--- src/rtl/ccip_rd_arbiter_pkg.sv ---
// Shared CCI-P c0 types, arbiter FSM encodings and size defaults for the
// c0 read-request arbiter. Field layout follows the CCI-P c0 headers.
package ccip_rd_arbiter_pkg;

   localparam int CCIP_RD_ARB_N_REQ      = 4;
   localparam int CCIP_RD_ARB_LMAX_OUTST = 6;

   typedef logic [41:0]  t_ccip_clAddr;
   typedef logic [15:0]  t_ccip_mdata;
   typedef logic [511:0] t_ccip_clData;

   typedef enum logic [1:0] {
      eVC_VA  = 2'd0,
      eVC_VL0 = 2'd1,
      eVC_VH0 = 2'd2,
      eVC_VH1 = 2'd3
   } t_ccip_vc;

   typedef enum logic [1:0] {
      eCL_LEN_1 = 2'd0,
      eCL_LEN_2 = 2'd1,
      eCL_LEN_4 = 2'd3
   } t_ccip_clLen;

   typedef enum logic [3:0] {
      eREQ_RDLINE_S = 4'h0,
      eREQ_RDLINE_I = 4'h1
   } t_ccip_c0_req;

   typedef enum logic [3:0] {
      eRSP_RDLINE = 4'h0,
      eRSP_UMSG   = 4'h4
   } t_ccip_c0_rsp;

   typedef struct packed {
      t_ccip_vc     vc_sel;
      logic [1:0]   rsvd1;
      t_ccip_clLen  cl_len;
      t_ccip_c0_req req_type;
      logic [5:0]   rsvd0;
      t_ccip_clAddr address;
      t_ccip_mdata  mdata;
   } t_ccip_c0_ReqMemHdr;

   typedef struct packed {
      t_ccip_vc     vc_used;
      logic         rsvd1;
      logic         hit_miss;
      logic [1:0]   rsvd0;
      logic [1:0]   cl_num;
      t_ccip_c0_rsp resp_type;
      t_ccip_mdata  mdata;
   } t_ccip_c0_RspMemHdr;

   typedef struct packed {
      t_ccip_c0_ReqMemHdr hdr;
      logic               valid;
   } t_if_ccip_c0_Tx;

   typedef struct packed {
      t_ccip_c0_RspMemHdr hdr;
      t_ccip_clData       data;
      logic               rspValid;
      logic               mmioRdValid;
      logic               mmioWrValid;
   } t_if_ccip_c0_Rx;

   // Arbiter FSM encodings
   localparam logic [1:0] ST_IDLE    = 2'd0;
   localparam logic [1:0] ST_RUN     = 2'd1;
   localparam logic [1:0] ST_DRAIN   = 2'd2;
   localparam logic [1:0] ST_DRAINED = 2'd3;

   // True for a read-line completion on the c0 response channel
   function automatic logic is_rdline_rsp(input t_if_ccip_c0_Rx rx);
      return rx.rspValid && (rx.hdr.resp_type == eRSP_RDLINE);
   endfunction

endpackage

--- src/rtl/ccip_rd_arbiter_if.sv ---
// Requester-side bundle of the c0 read arbiter: per-requester request
// valid/address/ready plus the steered response return.
interface ccip_rd_arbiter_if
   import ccip_rd_arbiter_pkg::*;
#(
   parameter int N_REQ = CCIP_RD_ARB_N_REQ
) ();

   logic [N_REQ-1:0]         req_valid;
   t_ccip_clAddr [N_REQ-1:0] req_addr;
   logic [N_REQ-1:0]         req_ready;
   logic [N_REQ-1:0]         rsp_valid;
   t_ccip_clData             rsp_data;

   // Fetch-engine side
   modport master (
      output req_valid,
      output req_addr,
      input  req_ready,
      input  rsp_valid,
      input  rsp_data
   );

   // Arbiter side
   modport slave (
      input  req_valid,
      input  req_addr,
      output req_ready,
      output rsp_valid,
      output rsp_data
   );

endinterface

--- src/rtl/ccip_rd_arbiter_rr.sv ---
// Combinational round-robin picker: first asserted request at or above ptr,
// wrapping modulo N. Shared between the c0 and c1 arbiters.
module rr_arbiter #(
   parameter int N  = 4,
   parameter int IW = $clog2(N)
) (
   input  logic [N-1:0]  req,
   input  logic [IW-1:0] ptr,
   output logic [N-1:0]  gnt,
   output logic [IW-1:0] gnt_idx
);

   // Scan from ptr upward and latch the first requester found
   always_comb begin
      logic          found_v;
      logic [IW-1:0] idx_v;
      int            sum_v;
      gnt     = {N{1'b0}};
      gnt_idx = {IW{1'b0}};
      found_v = 1'b0;
      idx_v   = {IW{1'b0}};
      sum_v   = 0;
      for (int k = 0; k < N; k++) begin
         sum_v = int'(ptr) + k;
         idx_v = (sum_v >= N) ? IW'(sum_v - N) : IW'(sum_v);
         if (!found_v && req[idx_v]) begin
            gnt[idx_v] = 1'b1;
            gnt_idx    = idx_v;
            found_v    = 1'b1;
         end else begin
            found_v = found_v;
         end
      end
   end

endmodule

--- src/rtl/ccip_rd_arbiter.sv ---
// Shares the CCI-P c0 read-request channel between N_REQ fetch engines.
// Round-robin grant, mdata tagging with the requester index, credit-bounded
// outstanding reads and response steering by mdata.
module ccip_rd_arbiter
   import ccip_rd_arbiter_pkg::*;
#(
   parameter int N_REQ      = CCIP_RD_ARB_N_REQ,
   parameter int ID_W       = $clog2(N_REQ),
   parameter int MDATA_W    = 12,
   parameter int LMAX_OUTST = CCIP_RD_ARB_LMAX_OUTST
) (
   input  logic                  clk,
   input  logic                  reset_n,
   input  logic                  enable,
   input  logic                  sRx_c0TxAlmFull,
   input  t_if_ccip_c0_Rx        sRx_c0,
   output t_if_ccip_c0_Tx        sTx_c0,
   ccip_rd_arbiter_if.slave      bus,
   output logic [LMAX_OUTST-1:0] outstanding,
   output logic                  drained,
   output logic                  error
);

   localparam logic [LMAX_OUTST-1:0] OUT_MAX  = {LMAX_OUTST{1'b1}};
   localparam logic [LMAX_OUTST-1:0] OUT_ZERO = {LMAX_OUTST{1'b0}};
   localparam logic [LMAX_OUTST-1:0] OUT_ONE  = LMAX_OUTST'(1'b1);

   logic [1:0]            state_r, state_nxt_s;
   logic [ID_W-1:0]       rr_ptr_r, gnt_idx_s;
   logic [N_REQ-1:0]      gnt_s;
   logic [LMAX_OUTST-1:0] out_r, out_nxt_s;
   logic                  issue_s;
   logic                  rsp_rdline_s, id_ok_s, rsp_accept_s;
   logic [MDATA_W-1:0]    rsp_tag_s;
   logic [ID_W-1:0]       rsp_id_s;
   logic [N_REQ-1:0]      rsp_onehot_s;
   t_ccip_c0_ReqMemHdr    req_hdr_s, tx_hdr_r;
   logic                  tx_valid_r;
   logic [N_REQ-1:0]      rsp_valid_r;
   t_ccip_clData          rsp_data_r;
   logic                  error_r;
   logic                  unused_rx_s;

   rr_arbiter #(.N(N_REQ)) u_rr (
      .req     (bus.req_valid),
      .ptr     (rr_ptr_r),
      .gnt     (gnt_s),
      .gnt_idx (gnt_idx_s)
   );

   // A grant needs RUN, enable still high, channel room and a free credit
   assign issue_s = (state_r == ST_RUN) && enable && !sRx_c0TxAlmFull &&
                    (out_r != OUT_MAX) && (|bus.req_valid);
   assign bus.req_ready = issue_s ? gnt_s : {N_REQ{1'b0}};

   // The tag field is range-checked as a whole so corrupted upper bits are caught
   assign rsp_rdline_s = is_rdline_rsp(sRx_c0);
   assign rsp_tag_s    = sRx_c0.hdr.mdata[MDATA_W-1:0];
   assign id_ok_s      = (rsp_tag_s < MDATA_W'(N_REQ));
   assign rsp_id_s     = rsp_tag_s[ID_W-1:0];
   assign rsp_accept_s = rsp_rdline_s && id_ok_s;

   // Response fields this block never looks at
   assign unused_rx_s = ^{sRx_c0.mmioRdValid, sRx_c0.mmioWrValid, sRx_c0.hdr.vc_used,
                          sRx_c0.hdr.rsvd1, sRx_c0.hdr.hit_miss, sRx_c0.hdr.rsvd0,
                          sRx_c0.hdr.cl_num, sRx_c0.hdr.mdata[15:MDATA_W]};

   // Build the RDLINE_I header for the granted requester
   always_comb begin
      req_hdr_s                 = '0;
      req_hdr_s.vc_sel          = eVC_VH0;
      req_hdr_s.cl_len          = eCL_LEN_1;
      req_hdr_s.req_type        = eREQ_RDLINE_I;
      req_hdr_s.address         = bus.req_addr[gnt_idx_s];
      req_hdr_s.mdata[ID_W-1:0] = gnt_idx_s;
   end

   // Next-state logic; re-enable always wins over draining
   always_comb begin
      state_nxt_s = state_r;
      case (state_r)
         ST_IDLE: begin
            if (enable) state_nxt_s = ST_RUN;
            else        state_nxt_s = ST_IDLE;
         end
         ST_RUN: begin
            if (!enable) state_nxt_s = ST_DRAIN;
            else         state_nxt_s = ST_RUN;
         end
         ST_DRAIN: begin
            if (enable)                                   state_nxt_s = ST_RUN;
            else if ((out_r == OUT_ZERO) && !rsp_rdline_s) state_nxt_s = ST_DRAINED;
            else                                          state_nxt_s = ST_DRAIN;
         end
         ST_DRAINED: begin
            if (enable) state_nxt_s = ST_RUN;
            else        state_nxt_s = ST_DRAINED;
         end
         default: state_nxt_s = ST_IDLE;
      endcase
   end

   // Credit update: issue and completion cancel, completions never underflow
   always_comb begin
      if (issue_s && rsp_accept_s) begin
         out_nxt_s = out_r;
      end else if (issue_s) begin
         out_nxt_s = out_r + OUT_ONE;
      end else if (rsp_accept_s && (out_r != OUT_ZERO)) begin
         out_nxt_s = out_r - OUT_ONE;
      end else begin
         out_nxt_s = out_r;
      end
   end

   // One-hot decode of the response owner
   always_comb begin
      rsp_onehot_s = {N_REQ{1'b0}};
      for (int i = 0; i < N_REQ; i++) begin
         rsp_onehot_s[i] = (rsp_id_s == ID_W'(i));
      end
   end

   // FSM state register
   always_ff @(posedge clk or negedge reset_n) begin
      if (!reset_n) state_r <= ST_IDLE;
      else          state_r <= state_nxt_s;
   end

   // Round-robin pointer moves just past the winner on each issue
   always_ff @(posedge clk or negedge reset_n) begin
      if (!reset_n) begin
         rr_ptr_r <= {ID_W{1'b0}};
      end else if (issue_s) begin
         rr_ptr_r <= (gnt_idx_s == ID_W'(N_REQ - 1)) ? {ID_W{1'b0}} : gnt_idx_s + ID_W'(1'b1);
      end
   end

   // Outstanding-read credit counter
   always_ff @(posedge clk or negedge reset_n) begin
      if (!reset_n) out_r <= OUT_ZERO;
      else          out_r <= out_nxt_s;
   end

   // c0 TX register stage; header holds its last value while valid is low
   always_ff @(posedge clk or negedge reset_n) begin
      if (!reset_n) begin
         tx_valid_r <= 1'b0;
         tx_hdr_r   <= '0;
      end else begin
         tx_valid_r <= issue_s;
         if (issue_s) tx_hdr_r <= req_hdr_s;
      end
   end

   // Response demux: one-cycle steer to the tagged requester
   always_ff @(posedge clk or negedge reset_n) begin
      if (!reset_n) begin
         rsp_valid_r <= {N_REQ{1'b0}};
         rsp_data_r  <= '0;
      end else begin
         rsp_valid_r <= rsp_accept_s ? rsp_onehot_s : {N_REQ{1'b0}};
         if (rsp_accept_s) rsp_data_r <= sRx_c0.data;
      end
   end

   // Sticky error on completion underflow or an out-of-range tag
   always_ff @(posedge clk or negedge reset_n) begin
      if (!reset_n) begin
         error_r <= 1'b0;
      end else if (rsp_rdline_s && ((out_r == OUT_ZERO) || !id_ok_s)) begin
         error_r <= 1'b1;
      end
   end

   assign sTx_c0.valid  = tx_valid_r;
   assign sTx_c0.hdr    = tx_hdr_r;
   assign bus.rsp_valid = rsp_valid_r;
   assign bus.rsp_data  = rsp_data_r;
   assign outstanding   = out_r;
   assign drained       = (state_r == ST_DRAINED);
   assign error         = error_r;

endmodule

--- src/flat_wrapper.sv ---
// flat-port wrapper written by rule: the top's interface ports become plain ports
module ccip_rd_arbiter_flat import ccip_rd_arbiter_pkg::*;
#(
   parameter int N_REQ      = CCIP_RD_ARB_N_REQ,
   parameter int ID_W       = $clog2(N_REQ),
   parameter int MDATA_W    = 12,
   parameter int LMAX_OUTST = CCIP_RD_ARB_LMAX_OUTST
)
  (clk, reset_n, enable, sRx_c0TxAlmFull, sRx_c0, sTx_c0, outstanding, drained, error, bus_req_valid, bus_req_addr, bus_req_ready, bus_rsp_valid, bus_rsp_data);
  ccip_rd_arbiter_if #(.N_REQ(N_REQ)) bus_i ();
  input  logic clk;
  input  logic reset_n;
  input  logic enable;
  input  logic sRx_c0TxAlmFull;
  input  t_if_ccip_c0_Rx sRx_c0;
  output t_if_ccip_c0_Tx sTx_c0;
  output logic [LMAX_OUTST-1:0] outstanding;
  output logic drained;
  output logic error;
  input wire logic [$bits(bus_i.req_valid)-1:0] bus_req_valid;
  input wire logic [$bits(bus_i.req_addr)-1:0] bus_req_addr;
  output wire logic [$bits(bus_i.req_ready)-1:0] bus_req_ready;
  output wire logic [$bits(bus_i.rsp_valid)-1:0] bus_rsp_valid;
  output wire logic [$bits(bus_i.rsp_data)-1:0] bus_rsp_data;
  assign bus_i.req_valid = bus_req_valid;
  assign bus_i.req_addr = bus_req_addr;
  assign bus_req_ready = bus_i.req_ready;
  assign bus_rsp_valid = bus_i.rsp_valid;
  assign bus_rsp_data = bus_i.rsp_data;
  ccip_rd_arbiter #(.N_REQ(N_REQ), .ID_W(ID_W), .MDATA_W(MDATA_W), .LMAX_OUTST(LMAX_OUTST)) u_core (.clk(clk), .reset_n(reset_n), .enable(enable), .sRx_c0TxAlmFull(sRx_c0TxAlmFull), .sRx_c0(sRx_c0), .sTx_c0(sTx_c0), .bus(bus_i), .outstanding(outstanding), .drained(drained), .error(error));
endmodule
--- config.mk ---
export PLATFORM = sky130hd
export DESIGN_NAME = ccip_rd_arbiter_flat
export DESIGN_NICKNAME = d
export VERILOG_FILES = /design/src/rtl/ccip_rd_arbiter_pkg.sv /design/src/rtl/ccip_rd_arbiter_if.sv /design/src/rtl/ccip_rd_arbiter_rr.sv /design/src/rtl/ccip_rd_arbiter.sv /design/src/flat_wrapper.sv
export SDC_FILE = /design/constraint.sdc
export NUM_CORES = 1
export LEC_CHECK = 0
export CAP_MARGIN = 5
export CORE_AREA = 2 2 516 518
export DETAILED_ROUTE_END_ITERATION = 10
export DIE_AREA = 0 0 518 520
export GPL_ROUTABILITY_DRIVEN = 0
export PLACE_DENSITY = 0.3
export SYNTH_ARGS = -nofsm -noshare
export SYNTH_HDL_FRONTEND = slang
export SYNTH_SLANG_ARGS = --single-unit
--- constraint.sdc ---
create_clock -name clk -period 4 [get_ports clk]
set_input_delay 0.4 -clock clk [delete_from_list [all_inputs] [get_ports clk]]
set_output_delay 0.4 -clock clk [all_outputs]
set_load 0.005 [all_outputs]
Yosys cells after proc, flatten, opt, wreduce, memory -nomap -nowiden --
Cells that the tools add are included.
Storage, ports and cells: register bits after elaboration 573, latch bits 0, memory bits (writable) 0, bits in read-only memories 0, input bits 719, output and inout port bits 603, logic and storage cells 122, memories 0
Cells by class: $add $sub $neg 10, multipliers 0, div/mod/pow operators 0, magnitude comparators 14, equality and inequality tests 8, shifts and indexed selects 0, multiplexer cells 44, bitwise gates (word level) 4, reduce and logical (&&, ||, !) cells 32
Operators with widths (count):
- 42-bit binary-select mux with 2-bit select | 1
- 42-bit two-way mux | 1
- 2-bit two-way mux | 12
- 4-bit two-way mux | 6
- 1-bit logical AND | 17
- 2-bit by 3-bit less-than comparator with 1-bit output, second input constant | 5
- 1-bit two-way mux | 13
- 12-bit by 3-bit less-than comparator with 1-bit output, second input constant | 1
- 6-bit two-way mux | 2
- 4-bit OR | 3
- 2-bit == test, second input constant | 5
- 3-bit greater-or-equal comparator, second input constant | 3
- 1-bit binary-select mux with 2-bit select | 4
- 1-bit demux with 2-bit select | 4
- 2-bit by 1-bit greater-or-equal comparator with 1-bit output, second input constant | 4
- 2-bit case mux with 4 select lines | 1
- 2-bit by 1-bit subtractor with 2-bit output, second input constant | 4
- 2-bit by 2-bit adder with 3-bit output, second input constant | 2
- 6-bit by 1-bit adder with 6-bit output, second input constant | 1
- 1-bit logical NOT | 6
- 6-bit logical NOT | 1
- 6-bit inequality test, second input constant | 1
- 6-bit nonzero test | 1
- 6-bit by 1-bit subtractor with 6-bit output, second input constant | 1
- other kinds (11) | 13

Longest topological paths before layout --
word-level depth 16, mapped depth 11, depth with buffers taken out 9

Cells and area by module --
Synthesis repeated with hierarchy kept, for this count alone.
Second synthesis, totals: cells, all modules 2564, area total of the unflattened synthesis 23292.3 sq um
Modules (own cells, without submodules):
- ccip_rd_arbiter | times used 1, cells each 2518, area each 22873.2 sq um, sequential area each 14338.8 sq um
- rr_arbiter | times used 1, cells each 46, area each 419.2 sq um, sequential area each 0.0 sq um

Least setup slack after synthesis --
No wires, ideal clock.
path type input -> register, from in bus_req_valid[1], to reg u_core.out_r[5] (netlist: u_core.outstanding[5]), library setup time 79 ps, data arrival time 3088 ps, required time 3921 ps, setup slack 833 ps, cell stages on the path 11, buffers on the path 2, path through or4_1 o211ai_1 clkbuf_1 clkbuf_1 ha_1 a21o_1 a21oi_1 o21bai_1 a21oi_1 mux2i_1 xor2_1
Between the ends: word-level cells in the longest chain between the ends 5, elaborated cells between the ends (all ways) 7, those cells by class 1 x mux; 1 x bitwise; 5 x reduce/logical
Ends and longest elaborated chain:
- from (decl) | RTL line flat_wrapper.sv:20 | input wire logic [$bits(bus_i.req_valid)-1:0] bus_req_valid;
- 4-bit OR reduction * | RTL line ccip_rd_arbiter.sv:53 | (out_r != OUT_MAX) && (|bus.req_valid);
- 1-bit logical AND * | RTL line ccip_rd_arbiter.sv:53
- 1-bit logical AND | RTL line ccip_rd_arbiter.sv:105 | if (issue_s && rsp_accept_s) begin
- 1-bit inverter (no source line)
- 2-bit AND reduction (no source line)
- to (signal assigned) | RTL line ccip_rd_arbiter.sv:142 | else out_r <= out_nxt_s;
- to (decl) | RTL line ccip_rd_arbiter.sv:31 | logic [LMAX_OUTST-1:0] out_r, out_nxt_s;
Every way passes the cells marked *; elsewhere a longest branch is shown, timed or not. A chain may end at the register's enable or synchronous reset.

Worst setup path in the final report --
from reg u_core.rr_ptr_r[1], to out bus_req_ready[2]
Between the ends: word-level cells in the longest chain between the ends 15, elaborated cells between the ends (all ways) 60, those cells by class 7 x add/sub; 12 x order compare; 28 x mux; 3 x bitwise; 10 x reduce/logical
Ends and longest elaborated chain:
- from (decl) | RTL line ccip_rd_arbiter.sv:29 | logic [ID_W-1:0] rr_ptr_r, gnt_idx_s;
- from (signal assigned) | RTL line ccip_rd_arbiter.sv:133 | rr_ptr_r <= {ID_W{1'b0}};
- from (signal assigned) | RTL line ccip_rd_arbiter.sv:135 | rr_ptr_r <= (gnt_idx_s == ID_W'(N_REQ - 1)) ? {ID_W{1'b0}} : gnt_idx_s + ID_W'(1'b1);
- parallel branches: the longest is 13 deep, another holds 2-bit by 1-bit adder with 3-bit output
- 4-bit two-way mux * | RTL line ccip_rd_arbiter_rr.sv:26 | if (!found_v && req[idx_v]) begin
- 4-bit two-way mux * | RTL line ccip_rd_arbiter.sv:54 | assign bus.req_ready = issue_s ? gnt_s : {N_REQ{1'b0}};
- to (decl) | RTL line flat_wrapper.sv:22 | output wire logic [$bits(bus_i.req_ready)-1:0] bus_req_ready;
Every way passes the cells marked *. The select of a mux whose other input is x is not followed.

==> results.py <==
metrics = {
    "synth": {
        "synth_seq_cells": 573,
        "synthDistinctLibCells": 49,
        "synth_edf_count": 0,
        "synth-main-ff-cell": "dfrtp_1",
        "netlist_instances": 2569,
        "avgSynthCellArea_um2": 9.09,
        "yosysWarnings": 0,
        "ys_seq_area_share_pct": 61.4,
        "synthArstFlopShare_pct": 100,
        "syn_area_mm2": 0.0234,
    },
    "global_route": {
        "grt_antenna_before_repair": 103,
        "grt.met2_usage_pct": 18.2,
        "grt_busiest_layer": "met2",
        "overflow": 0,
        "grt_pass1_vias": 24100,
        "use_met1_pct": 15.9,
        "grt.met3_usage_pct": 6.47,
        "grt_usage_pct": 12.3,
        "grt_max_degree": 131,
        "grt_pass1_wl_um": 228000,
    },
    "floorplanning": {
        "ios": 1322,
        "start_util_pct": 8.85,
        "dieArea_mm2": 0.269,
        "rows": 189,
        "die_height_um": 520,
        "core_area_mm2": 0.264,
        "die_x_um": 518,
    },
    "timing": {
        "tightestPinTransition_ns": 0.832,
        "fmax_mhz": 266,
        "fin_tns_setup_ns": 0,
        "finalClockSkew_ns": 0.0383,
        "period_needed_ns": 3.76,
        "post-route-period-util_pct": 94.0,
        "slew_viol_final": 0,
        "max_slew_margin_pct": 42.9,
        "setup_viol": 0,
        "final.setup.worst_slack_ns": 0.240,
        "hold_viol_final": 0,
    },
    "cts": {
        "htree_levels": 3,
        "numClockSinks": 573,
        "cts_buffer_depth": 3,
        "root_buffer": "clkbuf_16",
        "clock_latency_ns": 0.71,
        "cts_buffers": 84,
        "cts_tree": "yes",
        "clk_pin_slew_ns": 0.06,
    },
    "setup_path": {
        "critical_path_arrival_ns": 3.36,
        "worstSetupEndpointType": "output port",
        "worstReg2RegStart": "u_core.rr_ptr_r[1]$_DFFE_PN0P_",
        "crit_path_frequent_cell": "nor2_1",
        "worstPathCellList": "inv_1 > ha_1 > mux4_2 > a22oi_1 > nor2_1 > a221oi_1 > nor2_1 > clkdlybuf4s50_1",
        "startpoint": "u_core.rr_ptr_r[1]$_DFFE_PN0P_",
        "cp_data_required_time_ns": 3.60,
        "crit_type": "reg2out",
        "critPathSlowestCell": "clkdlybuf4s50_1",
        "slowest_delay_ns": 0.48,
        "crit_fanout": 8,
        "startpoint_type": "flip-flop",
    },
    "layout": {
        "fillCellCount": 29700,
        "syn2layout_area_growth_pct": 86.2,
        "fin_nets": 4603,
        "layout-drive-gt1-share_pct": 7.55,
        "final_util_pct": 16.5,
        "fin_area_mm2": 0.0435,
    },
    "detailed_routing": {
        "drc": 0,
        "vias": 23000,
        "routed_wl_um": 171000,
        "wl_per_cell_um": 22.8,
        "antenna_left": 0,
        "viasPerCell": 3.07,
        "firstDrtPassIters": 4,
        "drtIter0Drc": 1104,
    },
    "placed_design": {
        "post-place-ws_ns": 0.408,
        "placed_cell_area_mm2": 0.0407,
        "dp_hpwl_um": 138000,
        "port-buffer-count": 1279,
    },
    "pwr": {
        "p_leak_uw": 0.0197,
        "peakVddDrop_mv": 0.268,
        "power_uw": 17400,
        "p_per_area_mw_per_mm2": 401,
    },
    "outcome": {
        "outcome": "completed",
    },
    "run": {
        "max_cap_violations": 0,
    },
    "hold_path": {
        "hold_class": "in2reg",
        "min-delay-start": "sRx_c0[414]",
    },
}
-- per-stage QoR --
stage	cells	hold slack, ns
2_1_floorplan	2596	0.104
3_3_place_gp	7315	0.458
3_5_place_dp	7315	0.461
4_1_cts	7466	0.0939
5_1_grt	7470	0.143
6_report	7492	0.220
-- per-layer routing --
metal | vias to the layer above | part of all wire [%]
li1 | 10600 | -
met1 | 11000 | 44
met2 | 1096 | 42
met3 | 216 | 12
met4 | 72 | 1.6
met5 | - | 0.29
-- Yosys cell counts (3+ instances only) --
cell type | instances | area, µm²
a21oi_1 | 7 | 35.0
inv_1 | 7 | 26.3
nor4_1 | 4 | 25.0
buf_2 | 12 | 60.1
clkbuf_1 | 117 | 439
mux4_2 | 3 | 67.6
nor2_1 | 16 | 60.1
xor2_1 | 3 | 26.3
nand3_1 | 4 | 20.0
mux2i_1 | 46 | 460
mux2_2 | 4 | 45.0
buf_1 | 3 | 11.3
o211ai_2 | 40 | 500
o21a_1 | 3 | 22.5
ha_1 | 13 | 163
buf_6 | 6 | 67.6
a22oi_1 | 45 | 338
a221oi_1 | 5 | 43.8
nand2_1 | 1550 | 5820
nand2_2 | 41 | 257
buf_4 | 30 | 225
dfrtp_1 | 573 | 14300
-- worst max-delay path: cells and delay by family, from the launching register on --
kind / cells / cell delay, ns
buf+inv: 2 / 0.63
compound gates: 2 / 0.61
flops: 1 / 0.45
mux: 1 / 0.44
fa+ha+maj: 1 / 0.40
simple gates: 2 / 0.14
-- placed cells by master (no fill, tap or decap), types with 3 or more instances in the layout --
| cell | instances |
|---|---|
| a21oi_1 | 7 |
| a221oi_1 | 4 |
| a22oi_1 | 45 |
| buf_12 | 18 |
| buf_4 | 58 |
| clkbuf_1 | 31 |
| clkbuf_16 | 84 |
| clkbuf_8 | 21 |
| clkdlybuf4s50_1 | 1278 |
| clkinv_2 | 5 |
| conb_1 | 28 |
| dfrtp_1 | 572 |
| diode_2 | 25 |
| ha_1 | 13 |
| inv_1 | 7 |
| inv_16 | 3 |
| inv_6 | 3 |
| mux2_2 | 4 |
| mux2i_1 | 46 |
| mux4_2 | 3 |
| nand2_1 | 1550 |
| nand2_2 | 41 |
| nand3_1 | 3 |
| nor2_1 | 15 |
| nor4_1 | 4 |
| o211ai_2 | 40 |
| o21a_1 | 3 |
| xor2_1 | 3 |
-- power by group --
part | total (µW) | internal, µW | switching (µW)
clock network | 7530 | 4360 | 3170
registers | 6330 | 6060 | 276
logic | 3570 | 1840 | 1740
total | 17400 | 12300 | 5190
-- what timing repair did --
action | in CTS | in global routing
setup buffers | 0 | 1
resized for setup | 2 | 3
endpoints found under the hold margin | 36 | 0
hold buffers | 1 | 0
endpoints found under the setup margin | 4 | 4
pin swaps | 0 | 0
-- layout make-up --
cell class              instances  area [µm²]  area share [%]
flip-flops and latches        573       14300            33.0
repair buffers               1356       13600            31.3
multi-input cells            1847        8330            19.2
well taps                    3533        4420            10.2
clock buffers                 136        2510            5.77
clock inverters                14         179           0.411
diodes                         25        62.6           0.144
inverters                       8        30.0          0.0691
-- logic make-up after synthesis --
group	synth area share, %
DFF	61.4
buffers and inverters	3.57
muxes	2.45
adders and majority gates	0.782
xor gates and xnor gates	0.188
other	0.0161
AOI/OAI and AO/OA	4.64
and+or+nand+nor	27.0
-- sequential cells by signal, indices dropped and copies added, names as in the netlist --
name                  cells
u_core.bus.rsp_data     512
u_core.bus.rsp_valid      4
u_core.error              1
u_core.outstanding        6
u_core.rr_ptr_r           2
u_core.sTx_c0            45
u_core.state_r            2
u_core.tx_valid_r         1
-- worst paths after layout --
check	to	slack (ns)	cells past startpoint
max	bus_req_ready[2]	0.24	8
min	u_core.bus.rsp_data[411]$_DFFE_PN0P_	0.22	3
max reg2reg	u_core.sTx_c0[56]$_DFFE_PN0P_	0.75	9
min reg2reg	u_core.bus.rsp_data[294]$_DFFE_PN0P_	0.47	2
max in group asynchronous	u_core.bus.rsp_data[341]$_DFFE_PN0P_	2.56	3
min in group asynchronous	u_core.bus.rsp_data[29]$_DFFE_PN0P_	0.29	2
No activity file was read; power rests on OpenSTA's default activity.
